## src/rtl/monitor_temperatura.sv

```systemverilog
// monitor_temperatura: multi-channel temperature supervisor with
// persistence-qualified, hysteretic hot/cold alarms per channel.
module monitor_temperatura #(
    parameter int unsigned W        = 6,
    parameter int unsigned N        = 4,
    parameter int unsigned PERSIST  = 3,
    parameter int unsigned REF_HOT  = 28,
    parameter int unsigned REF_COLD = 17,
    parameter int unsigned HYST     = 1
) (
    input  logic           clk,
    input  logic           reset,
    input  logic           sample_valid,
    input  logic [N*W-1:0] tpValor,
    input  logic           cfg_we,
    input  logic [1:0]     cfg_sel,
    input  logic [W-1:0]   cfg_data,
    input  logic [N-1:0]   alarm_ack,
    output logic [N-1:0]   alarmaVisualC,
    output logic [N-1:0]   alarmaVisualF,
    output logic [N-1:0]   alarm_latched,
    output logic           tOut
);

    localparam int CW = $clog2(PERSIST + 1);

    typedef enum logic [1:0] {
        NORMAL = 2'd0,
        HOT    = 2'd1,
        COLD   = 2'd2
    } chState_t;

    logic [W-1:0]  refHot;
    logic [W-1:0]  refCold;
    logic [W-1:0]  hyst;
    logic [W:0]    hotDiff;
    logic [W:0]    coldSum;
    logic [W-1:0]  hotExit;
    logic [W-1:0]  coldExit;

    logic [W-1:0]  smp     [N];
    logic [N-1:0]  qHot;
    logic [N-1:0]  qCold;
    logic [CW:0]   runLen  [N];

    chState_t      state    [N];
    chState_t      stateNxt [N];
    logic [CW-1:0] cnt      [N];
    logic [CW-1:0] cntNxt   [N];
    logic [N-1:0]  dir;
    logic [N-1:0]  dirNxt;
    logic [N-1:0]  enter;

    // Threshold registers; a write is visible from the next cycle on
    always_ff @(posedge clk) begin
        if (reset) begin
            refHot  <= W'(REF_HOT);
            refCold <= W'(REF_COLD);
            hyst    <= W'(HYST);
        end else if (cfg_we) begin
            case (cfg_sel)
                2'd0:    refHot  <= cfg_data;
                2'd1:    refCold <= cfg_data;
                2'd2:    hyst    <= cfg_data;
                default: ;
            endcase
        end
    end

    // Exit thresholds at W+1 bits, clamped back into range
    always_comb begin
        hotDiff  = {1'b0, refHot} - {1'b0, hyst};
        coldSum  = {1'b0, refCold} + {1'b0, hyst};
        hotExit  = hotDiff[W] ? '0 : hotDiff[W-1:0];
        coldExit = coldSum[W] ? '1 : coldSum[W-1:0];
    end

    // Split samples and qualify them against the entry thresholds
    always_comb begin
        for (int i = 0; i < N; i++) begin
            smp[i]   = tpValor[i*W +: W];
            qHot[i]  = smp[i] > refHot;
            qCold[i] = smp[i] < refCold;
        end
    end

    // Per-channel next state: persistence count in NORMAL, hysteresis exit
    always_comb begin
        for (int i = 0; i < N; i++) begin
            stateNxt[i] = state[i];
            cntNxt[i]   = cnt[i];
            dirNxt[i]   = dir[i];
            enter[i]    = 1'b0;
            runLen[i]   = '0;
            if (sample_valid) begin
                unique case (state[i])
                    NORMAL: begin
                        if (qHot[i] || qCold[i]) begin
                            if (cnt[i] != '0 && dir[i] == qHot[i])
                                runLen[i] = {1'b0, cnt[i]} + 1'b1;
                            else
                                runLen[i] = (CW+1)'(1);
                            dirNxt[i] = qHot[i];
                            if (runLen[i] == (CW+1)'(PERSIST)) begin
                                stateNxt[i] = qHot[i] ? HOT : COLD;
                                cntNxt[i]   = '0;
                                enter[i]    = 1'b1;
                            end else begin
                                cntNxt[i] = runLen[i][CW-1:0];
                            end
                        end else begin
                            cntNxt[i] = '0;
                        end
                    end
                    HOT: begin
                        if (smp[i] <= hotExit) begin
                            stateNxt[i] = NORMAL;
                            cntNxt[i]   = '0;
                        end
                    end
                    COLD: begin
                        if (smp[i] >= coldExit) begin
                            stateNxt[i] = NORMAL;
                            cntNxt[i]   = '0;
                        end
                    end
                    default: begin
                        stateNxt[i] = NORMAL;
                        cntNxt[i]   = '0;
                    end
                endcase
            end
        end
    end

    // Channel state registers and registered visual alarms
    always_ff @(posedge clk) begin
        if (reset) begin
            for (int i = 0; i < N; i++) begin
                state[i] <= NORMAL;
                cnt[i]   <= '0;
            end
            dir           <= '1;
            alarmaVisualC <= '0;
            alarmaVisualF <= '0;
        end else begin
            for (int i = 0; i < N; i++) begin
                state[i]         <= stateNxt[i];
                cnt[i]           <= cntNxt[i];
                alarmaVisualC[i] <= (stateNxt[i] == HOT);
                alarmaVisualF[i] <= (stateNxt[i] == COLD);
            end
            dir <= dirNxt;
        end
    end

    // Sticky alarm flags (entry beats ack) and delayed global summary
    always_ff @(posedge clk) begin
        if (reset) begin
            alarm_latched <= '0;
            tOut          <= 1'b0;
        end else begin
            alarm_latched <= enter | (alarm_latched & ~alarm_ack);
            tOut          <= |(alarmaVisualC | alarmaVisualF);
        end
    end

endmodule
```

## config.mk

```make
export PLATFORM = sky130hd
export DESIGN_NAME = monitor_temperatura
export DESIGN_NICKNAME = d
export VERILOG_FILES = /design/src/rtl/monitor_temperatura.sv
export SDC_FILE = /design/constraint.sdc
export NUM_CORES = 1
export LEC_CHECK = 0
export CORE_AREA = 4 4 97 108
export DETAILED_ROUTE_END_ITERATION = 10
export DIE_AREA = 0 0 101 112
export PLACE_DENSITY = 0.85
export SLEW_MARGIN = 20
export SYNTH_ARGS = -nofsm -noshare
export SYNTH_HDL_FRONTEND = slang
export SYNTH_SLANG_ARGS = --single-unit
```

## constraint.sdc

```tcl
create_clock -name clk -period 3.43 [get_ports clk]
set_clock_uncertainty 0.15 [all_clocks]
set_input_delay 0.686 -clock clk [delete_from_list [all_inputs] [get_ports clk]]
set_output_delay 0.686 -clock clk [all_outputs]
set_load 0.05 [all_outputs]
```

Word-level counts from Yosys, hierarchy flattened:

Memory sizes are Yosys's and may differ from the RTL's.
Index checks and enable logic that the tools add are counted.

* bitwise operators: 12
* order comparisons: 16
* eq/ne operators: 26
* multiplexer cells: 97
* add/subtract/negate cells: 6
* reductions and logical operators: 25

Operators with widths (count)
* two-way mux 2 bit: 52
* two-way mux 3 bit: 16
* one-hot mux 2 bit (3 select lines): 8
* greater-or-equal comparator 6 bit: 4
* greater-than comparator 6 bit: 4
* less-or-equal comparator 6 bit: 4
* < comparator 6 bit: 4
* two-way mux 1 bit: 19
* == test 2 x 1 -> 1 bit (second input constant): 9
* == test 2 bit (second input constant): 9
* adder 2 x 1 -> 3 bit (second input constant): 4
* == test 3 x 2 -> 1 bit (second input constant): 4
* two-way mux 6 bit: 2
* AND reduction 3 bit: 4
* zero test 2 bit: 5
* bitwise OR 1 bit: 8
* bitwise OR 4 bit: 2
* nonzero test 2 bit: 4
* adder 6 x 6 -> 7 bit: 1
* subtractor 6 x 6 -> 7 bit: 1
* AND reduction 2 bit: 3
* AND 4 bit: 1
* == test 1 bit: 4
* logical AND 1 bit: 4
* other kinds (3): 6

* output and inout bits: 13
* bits in writable memories: 16
* flip-flop bits (word level): 35
* input bits: 40
* memories kept: 2
* word-level logic and storage cells: 195

Memory list
* cnt: words 4, width 2, read ports 4, clocked after memory_dff 0, wr ports 4, RTL line 48 `logic [CW-1:0] cnt [N];`
* state: words 4, width 2, read ports 4, clocked after memory_dff 0, wr ports 4, RTL line 46 `chState_t state [N];`

Depth between registers and ports, before layout:

* depth after elaboration: 13
* mapped depth: 18
* gate-level depth less buffers: 18

Worst setup path before layout:

No wires, ideal clock.

* path type: reg-to-reg
* start: register refCold[0]
* end: memory cnt[0][0] in the netlist's numbering
* setup time: 0.116 ns
* arrival: 3.390 ns
* path slack: -0.226 ns
* stages on the path, launching flop included: 17
* buffers on the path: 0
* data required time: 3.164 ns
* period minus slack after synthesis: 3.656 ns
* path through: dfxtp_1 -> ha_1 -> inv_1 -> fa_1 -> nand2b_1 -> a21o_2 -> o21bai_1 -> a21o_1 -> or2_2 -> ha_1 -> or2b_2 -> a21o_1 -> a31oi_1 -> a211oi_2 -> o311ai_2 -> nor3_1 -> a31o_1

RTL lines
* from (decl): RTL line 34 `logic [W-1:0] refCold;`
* from (signal assigned): RTL line 58 `refCold <= W'(REF_COLD);`
* from (signal assigned): RTL line 63 `2'd1: refCold <= cfg_data;`
* to (decl): RTL line 48

Final worst setup path:

* start: register hyst[0]
* end: register alarmaVisualC[0]

* word-level cells in the longest chain between the ends: 7
* elaborated cells between the ends (all ways): 11
* those cells by class: add/sub (2); order compare (2); eq/ne (1); mux (6)

RTL lines
* from (decl): RTL line 35 `logic [W-1:0] hyst;`
* from (signal assigned): RTL line 59 `hyst <= W'(HYST);`
* from (signal assigned): RTL line 64 `2'd2: hyst <= cfg_data;`
* adder 6 x 6 -> 7 bit / subtractor 6 x 6 -> 7 bit (equally long branches): RTL line 73, 72
* two-way mux 6 bit (on tied branches): RTL line 75, 74
* greater-or-equal comparator 6 bit / less-or-equal comparator 6 bit (equally long branches): RTL line 122, 116
* two-way mux 2 bit (on tied branches): RTL line 122, 116
* one-hot mux 2 bit (3 select lines) *: RTL line 96 `unique case (state[i])`
* two-way mux 2 bit *: RTL line 95 `if (sample_valid) begin`
* == test 2 x 1 -> 1 bit *: RTL line 150 `alarmaVisualC[i] <= (stateNxt[i] == HOT);`
* to (signal, indexed assignment): RTL line 150
* to (decl): RTL line 19 `output logic [N-1:0] alarmaVisualC,`

Mark *: on every way between the ends. The rest lies on a longest branch, timed or not.
A chain may end at the register's enable or synchronous reset.

==> results.yml <==
layout:
  final_util: 0.7223
  antennaDiodeCount: 0
  multiInputGateArea_um2: 4267
  layout.nets: 823
  final_cell_area_um2: 6721
  seq_area_um2: 1027
  drive_above_1_share: 0.2448
  area_growth_pct: 37.85
  fillers: 582
hold_path:
  hold_end: "cnt[0][1]"
  whs_path_depth: 2
  holdCritPathClass: "reg2reg"
  min-delay-start: "cnt[0][1]"
synthesis:
  muxShareOfSynthArea: 0.03516
  synth-simple-area-share: 0.1991
  synth_top_area_share: 0.2669
  synth_edf_count: 0
  async_reset_ff_frac: 0
  synth_xor_area_frac: 0.01617
  ys_seq_area_frac: 0.2094
  synthTopCellsByArea: "ha_1, dfxtp_1, inv_1"
  synth_fa_ha_area_frac: 0.2751
  avgSynthCellArea_um2: 8.569
  synth_compound_area_frac: 0.2150
  synth_common_cells: "ha_1, inv_1, dfxtp_1"
  synth_top_family_by_area: "adder cells"
  yosysMostFrequentCell: "ha_1"
  ys_types: 69
  syn_area_um2: 4876
  ys.flop_type: "dfxtp_1"
  syn-num-nets: 715
  ys_ff_latch: 51
  postSynthCellCount: 569
  synth_top_area_cell: "ha_1"
  synth_warnings: 0
clocking:
  htree_num_levels: 2
  ctsRootBufferMaster: "clkbuf_8"
  path_clk_slew_ps: 100
  clock_latency_ps: 320
  cts_buffers: 5
  clockBufferDepth: 2
  cts_tree: "yes"
  cts.sinks: 51
setup_path:
  path_max_fanout: 4
  end_kind: "flop"
  reg2reg_from: "hyst[0]"
  max_stage_delay_ps: 510
  rrSetupSlack_ps: -260
  crit_slowest_cell: "or4b_4"
  crit_chain: "ha_4, inv_2, fa_2, nand2b_4, a21o_4, o21bai_1, a21o_1, or2_4, ha_4, or2b_4, a211oi_2, or4b_4, a211oi_4, nor4_2, a211oi_2, and2_1"
  cp_num_cells: 16
  startpoint_type: "flop"
  reg2reg_depth: 16
  arrival_ps: 3800
  timing.rr.end: "alarmaVisualC[0]"
  critPathRequiredTime_ps: 3550
  worst-path-buf-inv: 1
  cp_top_family: "compound AO/OA/AOI/OAI gates"
  criticalPathCategory: "reg2reg"
sta:
  worst_slack_ps: -256.8
  period_needed_ps: 3687
  fmaxAchievable_ghz: 0.2712
  setup_violations: 21
  tightest_slew_ps: 965.9
  final_hold_viol_count: 0
  drv_slew: 0
  rsz0062_at_grt: "true"
  period_share: 1.075
  max-slew-margin-rel: 0.3470
drt:
  detailroute.via_count: 5224
  viasPerCell: 6.571
  dr.pass1.iters: 5
  detail-route-antenna-nets: 0
  wl_per_cell_um: 21.65
  drc: 0
  drt_iter0_drc: 380
  wl_mm: 17.21
global_route:
  grt_pass1_vias: 5411
  grt_use_total: 0.2915
  grt_pass1_wl_mm: 26.23
  grt-ovfl-total: 0
  grt_max_degree: 35
  grt_antenna_before_repair: 0
floorplan:
  die_h_um: 112
  initial_core_util: 0.5240
  ios: 53
  die_area_um2: 11310
  rows: 37
  die_w_um: 101
  core_um2: 9305
outcome:
  outcome: "finished with violations"
  failed_checks: "negative setup slack"
place:
  io_buffers: 52
  postPlaceCellArea_um2: 5843
  gp_congestion: 1.001
  hpwl_mm: 11.31
flow_run:
  drv_cap: 0
power:
  max-vdd-ir-drop_v: 0.0002013
  leakage_nw: 2.950
  power.density_nw_per_um2: 298.1
==> where the power goes <==
group	total, mW	switching [mW]	internal [mW]
Combinational	0.985	0.529	0.456
Clock	0.374	0.226	0.147
Sequential	0.645	0.0281	0.617
Total	2.00	0.783	1.22
==> through the flow <==
step | setup TNS (ps) | cells | worst slack [ps] | hold slack (ps) | power, mW
5_1_grt | -6297 | 795 | -363.5 | 391.6 | 2.098
6_report | -3447 | 795 | -256.8 | 359.6 | 2.004
4_1_cts | -1413 | 791 | -120.9 | 357.0 | 1.843
3_3_place_gp | -713.9 | 770 | -103.6 | 310.9 | 1.299
3_5_place_dp | -3404 | 770 | -280.6 | 333.9 | 1.352
2_1_floorplan | 0 | 569 | 1.087 | 301.5 | 1.083
==> sequential cells by signal (all words and copies together) (netlist names) <==
register / count
alarm_latched: 4
alarmaVisualC: 4
alarmaVisualF: 4
cnt: 8
dir: 4
hyst: 6
refCold: 6
refHot: 6
state: 8
tOut: 1
==> what timing repair did <==
| action | 4_1_cts | 5_1_grt |
|---|---|---|
| pin swaps | 41 | 41 |
| gates resized for setup | 68 | 50 |
| setup endpoints to repair | 20 | 24 |
| setup buffers | 14 | 4 |
| cloned | 0 | 0 |
| hold endpoints to repair | 0 | 0 |
| hold buffers | 0 | 0 |
==> routing by layer <==
| layer | up-vias | routed length (um) | share of wire | GRT usage |
|---|---|---|---|---|
| met2 | 348 | 8139 | 0.47 | 0.5007 |
| met4 | 0 | 1552 | 0.090 | 0.2243 |
| met3 | 137 | 1589 | 0.092 | 0.06015 |
| met5 | - | 0 | 0 | 0 |
| li1 | 2328 | - | - | - |
| met1 | 2411 | 5930 | 0.34 | 0.3043 |
==> worst reg2reg max path, stage by stage (launching register included) <==
cell      delay, ps
dfxtp_4         390
ha_4            140
inv_2            30
fa_2            330
nand2b_4        150
a21o_4          200
o21bai_1        140
a21o_1          190
or2_4           200
ha_4            130
or2b_4          120
a211oi_2         60
or4b_4          510
a211oi_4        340
nor4_2           70
a211oi_2        310
and2_1          180
==> cell families after synthesis <==
logic type,after synthesis
muxes,17
and+or+nand+nor,179
buffers and inverters,64
DFF,51
xor gates and xnor gates,9
adders and majority gates,106
AOI/OAI and AO/OA,143
==> area by class of cell <==
type                            instances  share of cell area
Clock buffer                            6             0.01080
Clock inverter                          2            0.002420
Inverter                               55             0.03071
Multi-Input combinational cell        454              0.6348
Sequential cell                        51              0.1528
Tap cell                              117             0.02178
Timing Repair Buffer                  110              0.1467
==> layout by cell type (no fill, tap or decap), drive strengths merged, types with 3 or more instances in the layout <==
master	instances
a211oi	15
a31oi	6
mux2i	16
nand4	3
a2111oi	7
a21o	22
and4	5
nand2	36
o31ai	5
buf	58
o2111ai	3
xor2	5
a21oi	27
nand3b	5
o21ai	21
nor4	5
clkdlybuf4s50	52
o21bai	3
and3	8
nor4b	5
clkbuf	6
o21a	4
and2	7
ha	104
nor3	11
a32oi	5
nor2b	10
o211ai	6
inv	56
xnor2	4
nand3	12
nor2	45
dfxtp	51
nand2b	12
nor3b	4
==> worst max-delay path by stage <==
stage                         start                to  slack [ps]
after CTS                   hyst[0]  alarmaVisualC[0]        -120
after global placement    refHot[0]  alarmaVisualF[2]        -100
final                       hyst[0]  alarmaVisualC[0]        -260
after floorplan           refHot[0]         cnt[2][0]           1
after global routing        hyst[0]         cnt[0][0]        -360
after detailed placement  refHot[0]         cnt[2][1]        -280
Note: power is estimated with default switching activity, not from simulation.
